$ cat config.mk
export PLATFORM = sky130hd
export DESIGN_NAME = paralelo_serial_tx
export DESIGN_NICKNAME = d
export VERILOG_FILES = /design/src/rtl/paralelo_serial_tx_pkg.sv /design/src/rtl/paralelo_serial_tx.sv
export SDC_FILE = /design/constraint.sdc
export NUM_CORES = 1
export LEC_CHECK = 0
export ABC_AREA = 1
export CORE_MARGIN = 2
export CORE_UTILIZATION = 35
export CTS_CLUSTER_DIAMETER = 80
export DETAILED_ROUTE_END_ITERATION = 10
export GPL_TIMING_DRIVEN = 1
export SYNTH_ARGS = -nofsm -noshare
export SYNTH_HDL_FRONTEND = slang
export SYNTH_SLANG_ARGS = --single-unit
$ cat constraint.sdc
create_clock -name clk_32f -period 1.7 [get_ports clk_32f]
set_clock_uncertainty 0.05 [all_clocks]
set_input_delay 0.425 -clock clk_32f [delete_from_list [all_inputs] [get_ports clk_32f]]
set_output_delay 0.425 -clock clk_32f [all_outputs]
set_load 0.03 [all_outputs]
$ cat src/rtl/paralelo_serial_tx_pkg.sv
// Shared definitions for the serial link: symbol width, the COM idle /
// alignment symbol, the transmitter/receiver state enum and the default
// number of sync symbols sent after reset.
package paralelo_serial_tx_pkg;

  localparam int SYMBOL_BITS = 8;
  localparam logic [SYMBOL_BITS-1:0] COM_SYMBOL = 8'hBC;
  localparam int DEFAULT_SYNC_COUNT = 4;

  typedef enum logic {
    SYNC   = 1'b0,
    ACTIVE = 1'b1
  } tx_state_e;

endpackage

$ cat src/rtl/paralelo_serial_tx.sv
// Byte-to-bitstream serializer, MSB first, one bit per clk_32f cycle.
// After reset it emits SYNC_COUNT COM symbols so the receiver can lock,
// then accepts bytes through a ready/valid handshake; empty slots carry COM.
//
// Ports:
//   clk_32f   - bit clock
//   reset     - synchronous, active-high
//   data_in   - byte to transmit
//   valid_in  - data_in holds a valid byte
//   ready_out - one-cycle pulse in the last bit of each slot that may take
//               a byte; byte accepted on valid_in && ready_out
//   data_out  - registered serial bitstream
//   tx_active - current symbol in the shift slot is data, not COM
//               (leads data_out by one cycle)
module paralelo_serial_tx #(
  parameter int SYNC_COUNT = paralelo_serial_tx_pkg::DEFAULT_SYNC_COUNT,
  parameter logic [paralelo_serial_tx_pkg::SYMBOL_BITS-1:0] COM_SYMBOL =
    paralelo_serial_tx_pkg::COM_SYMBOL
) (
  input  logic       clk_32f,
  input  logic       reset,
  input  logic [7:0] data_in,
  input  logic       valid_in,
  output logic       ready_out,
  output logic       data_out,
  output logic       tx_active
);

  import paralelo_serial_tx_pkg::*;

  localparam int BW = $clog2(SYMBOL_BITS);
  localparam int SW = (SYNC_COUNT > 1) ? $clog2(SYNC_COUNT) : 1;
  localparam logic [BW-1:0] LAST_BIT  = BW'(SYMBOL_BITS - 1);
  localparam logic [BW-1:0] BIT_ONE   = BW'(1);
  localparam logic [SW-1:0] SYNC_LAST = SW'(SYNC_COUNT - 1);
  localparam logic [SW-1:0] SYNC_ONE  = SW'(1);

  tx_state_e              state, state_nxt;
  logic [BW-1:0]          bit_cnt;
  logic [SW-1:0]          sync_cnt, sync_cnt_nxt;
  logic [SYMBOL_BITS-1:0] cur_sym, cur_sym_nxt;
  logic                   sym_is_data, sym_is_data_nxt;
  logic                   boundary;

  assign boundary  = (bit_cnt == LAST_BIT);
  // The last sync slot already behaves like ACTIVE so the first data byte
  // can follow the final COM with no gap.
  assign ready_out = boundary && (state == ACTIVE || sync_cnt == SYNC_LAST);
  assign tx_active = sym_is_data;

  always_comb begin
    state_nxt       = state;
    sync_cnt_nxt    = sync_cnt;
    cur_sym_nxt     = cur_sym;
    sym_is_data_nxt = sym_is_data;
    if (boundary) begin
      if (ready_out) begin
        state_nxt = ACTIVE;
        if (valid_in) begin
          cur_sym_nxt     = data_in;
          sym_is_data_nxt = 1'b1;
        end else begin
          cur_sym_nxt     = COM_SYMBOL;
          sym_is_data_nxt = 1'b0;
        end
      end else begin
        sync_cnt_nxt    = sync_cnt + SYNC_ONE;
        cur_sym_nxt     = COM_SYMBOL;
        sym_is_data_nxt = 1'b0;
      end
    end
  end

  always_ff @(posedge clk_32f) begin
    if (reset) begin
      state       <= SYNC;
      bit_cnt     <= '0;
      sync_cnt    <= '0;
      cur_sym     <= COM_SYMBOL;
      sym_is_data <= 1'b0;
      data_out    <= 1'b0;
    end else begin
      state       <= state_nxt;
      sync_cnt    <= sync_cnt_nxt;
      cur_sym     <= cur_sym_nxt;
      sym_is_data <= sym_is_data_nxt;
      bit_cnt     <= bit_cnt + BIT_ONE;
      // MSB first: bit_cnt 0 selects bit 7.
      data_out    <= cur_sym[LAST_BIT - bit_cnt];
    end
  end

endmodule

==> summary.txt <==
Power
  • Pwr Density: 750.7 nW/um^2
  • Leakage: 0.0004464 uW
  • Internal: 566.2 uW
  • Logic pwr share: 0.125
  • Clock power share: 0.345
  • Sw Ratio: 0.2331
  • Reg power frac: 0.531
  • Peak supply drop: 0.4718 mV
  • Switch Pwr: 172.1 uW

Global route
  • Largest net degree at the start of global routing: 10
  • Total track usage: 0.1388
  • Number of global-route vias before repair: 566
  • First-pass GRT wire length: 2490 microns
  • Total gr overflow: 0
  • Antenna violations before repair: 0

Critical path
  • Crit-path max FO: 2
  • Crit Path Category: reg2out
  • CP max-delay cell: dfxtp_2
  • Crit-path cells: ha_4 > ha_4 > inv_4 > nor2_4 > buf_6
  • Worst path top cell family by delay: flip-flops
  • Slowest stage delay, CP: 0.36 ns
  • Critical Path Most Common Cell: ha_4
  • Startpoint Class: flip-flop
  • CP bufs+invs: 2
  • Critical Path RT: 1.22 ns
  • Worst EP arrival: 1.22 ns
  • Crit path capture type: output port

Floorplan
  • Top Ports: 14
  • Die area: 2337 sq um
  • Site row count: 16
  • Initial core utilization: 0.3618
  • Die Wd: 48.34 microns
  • Die Y: 48.34 microns
  • CORE AREA: 1902 sq um

CTS
  • Clock root buffer: clkbuf_4
  • TritonCTS Buffers: 3
  • Clk_lat worst skew: 0.29 ns
  • TritonCTS clock tree: done
  • H-tree depth: 1
  • Clk slew on worst S/H paths: 0.10 ns
  • Buffer depth of the longest clock path: 2
  • CTS sink count: 16

Detailed routing
  • DR iter-0 viols: 5
  • Remaining DRCs: 0
  • Avg Vias per Cell: 4.345
  • Final ANT Viol Nets: 0
  • Final wirelength: 1442 microns
  • Via Count: 630
  • Drt wl/cell: 9.945 microns
  • 1st-pass router iterations: 7

Placed design
  • Placer Congestion: 0.7378
  • Dpl hpwl: 1032 microns
  • Port Buffer Count: 13
  • Placed cell area: 875.8 sq um

Run
  • Max-cap violations: 0

Finish
  • Count of nets after finishing: 133
  • Most common cell after layout, fill and taps aside: nand2_1
  • N_diodes: 0
  • Final instance area: 983.4 sq um
  • Layout cell share with drive strength beyond 1: 0.2034
  • Core Util, Final: 0.5171
  • Most frequent cells in the layout: 26 x nand2_1, 14 x inv_1, 14 x dfxtp_1, 10 x clkdlybuf4s50_1, 9 x buf_4
  • Area grow syn2layout: 42.91%

Timing
  • RSZ-0062 raised after global routing: yes
  • Slew margin rel.: 0.8020
  • Final Hold Fails: 0
  • Max Slew Vio Count: 0
  • Post-route setup TNS: 0 ns
  • Fmax: 590.6 MHz
  • Final Setup Violations: 0
  • Clock period minus final worst setup slack: 1.693 ns
  • Smallest hold slack: 0.4226 ns
  • Slew @ Worst Pin: 0.2982 ns
  • Tcrit/Tclk final: 0.9960

Synth
  • Syn_area_per_cell: 7.400 sq um
  • Ys Warns: 0
  • Syn_nets: 107
  • Synthesized instance count: 93
  • Synth unique cells: 14
  • #FFs+latches synth: 16
  • Mapped Area: 688.2 sq um
  • Register area share after synthesis: 0.4655

Status
  • Status: completed

Hold path
  • Worst min path class: reg2reg
==> stage by stage <==
step / instances / total power, uW / setup slack (ns)
after floorplan: 93 / 435.5 / 0.03722
after global placement: 136 / 480.1 / 0.2090
after detailed placement: 136 / 481.3 / 0.1587
after CTS: 142 / 730.6 / -0.02994
after global routing: 145 / 774.6 / -0.04471
final: 145 / 738.3 / 0.006758
==> final cells by class <==
class	instances	area (sq um)
sequential	16	322.8
clock buffer	4	36.28
multi-input combinational	61	335.3
tap	27	33.78
timing repair buffer	22	196.4
inverter	15	58.81
fill	193	918.4
==> metal layers <==
metal  vias up  track usage  share of wire
li1        348            -              -
met4         0       0.1000          0.019
met1       266       0.1816           0.49
met5         -            0              0
met2        13       0.1944           0.45
met3         3      0.04012          0.037
==> registers in the layout, indices dropped and copies added (netlist names) <==
signal and cells:
bit_cnt 3, cur_sym 8, data_out 1, state 1, sync_cnt 2, tx_active 1
==> timing repair <==
item                       in CTS  in global routing
pin swaps                       1                  1
hold buffers                    0                  0
resized for setup               5                  6
setup endpoints to repair       3                  1
buffers inserted                2                  3
==> cell usage after synthesis <==
master | count | area share
inv_1 | 14 | 0.076
nor2_4 | 1 | 0.016
o22ai_1 | 5 | 0.045
nand3_1 | 7 | 0.051
a21oi_1 | 7 | 0.051
clkbuf_1 | 1 | 0.0054
nand2_4 | 1 | 0.016
nor2_2 | 1 | 0.0091
nor2_1 | 9 | 0.049
dfxtp_1 | 16 | 0.47
nand2_1 | 26 | 0.14
ha_1 | 3 | 0.055
inv_2 | 1 | 0.0054
o21ai_2 | 1 | 0.013
==> tightest hold or removal path: stages, from the launching register on <==
cell	delay, ns
dfxtp_1	0.32
nand2_1	0.06
a21oi_1	0.05
==> kinds of logic after synthesis <==
logic type | share of synthesized area
AO/OA/AOI/OAI | 0.1091
adder cells (fa/ha/maj) | 0.05455
buffers and inverters | 0.08726
flip-flops | 0.4655
AND/OR/NAND/NOR | 0.2836
==> power groups by stage <==
stage | clock, uW | sequential, uW | combinational, uW
floorplan | 0 | 405 | 30.3
global placement | 0 | 397 | 83.5
detailed placement | 0 | 397 | 84.1
CTS | 259 | 389 | 83.1
global route | 277 | 393 | 104
finish | 254 | 392 | 92.1
==> path summary, 6_finish.rpt <==
kind	slack, ns	to	depth (start not counted)	from
worst min register to register	0.42	sync_cnt[1]	2	sync_cnt[1]
worst max register to register	0.29	cur_sym[3]	9	bit_cnt[0]
worst min-delay path	0.42	sync_cnt[1]	2	sync_cnt[1]
worst max-delay path	0.007	ready_out	5	bit_cnt[0]
(Power assumes the default switching activity.)
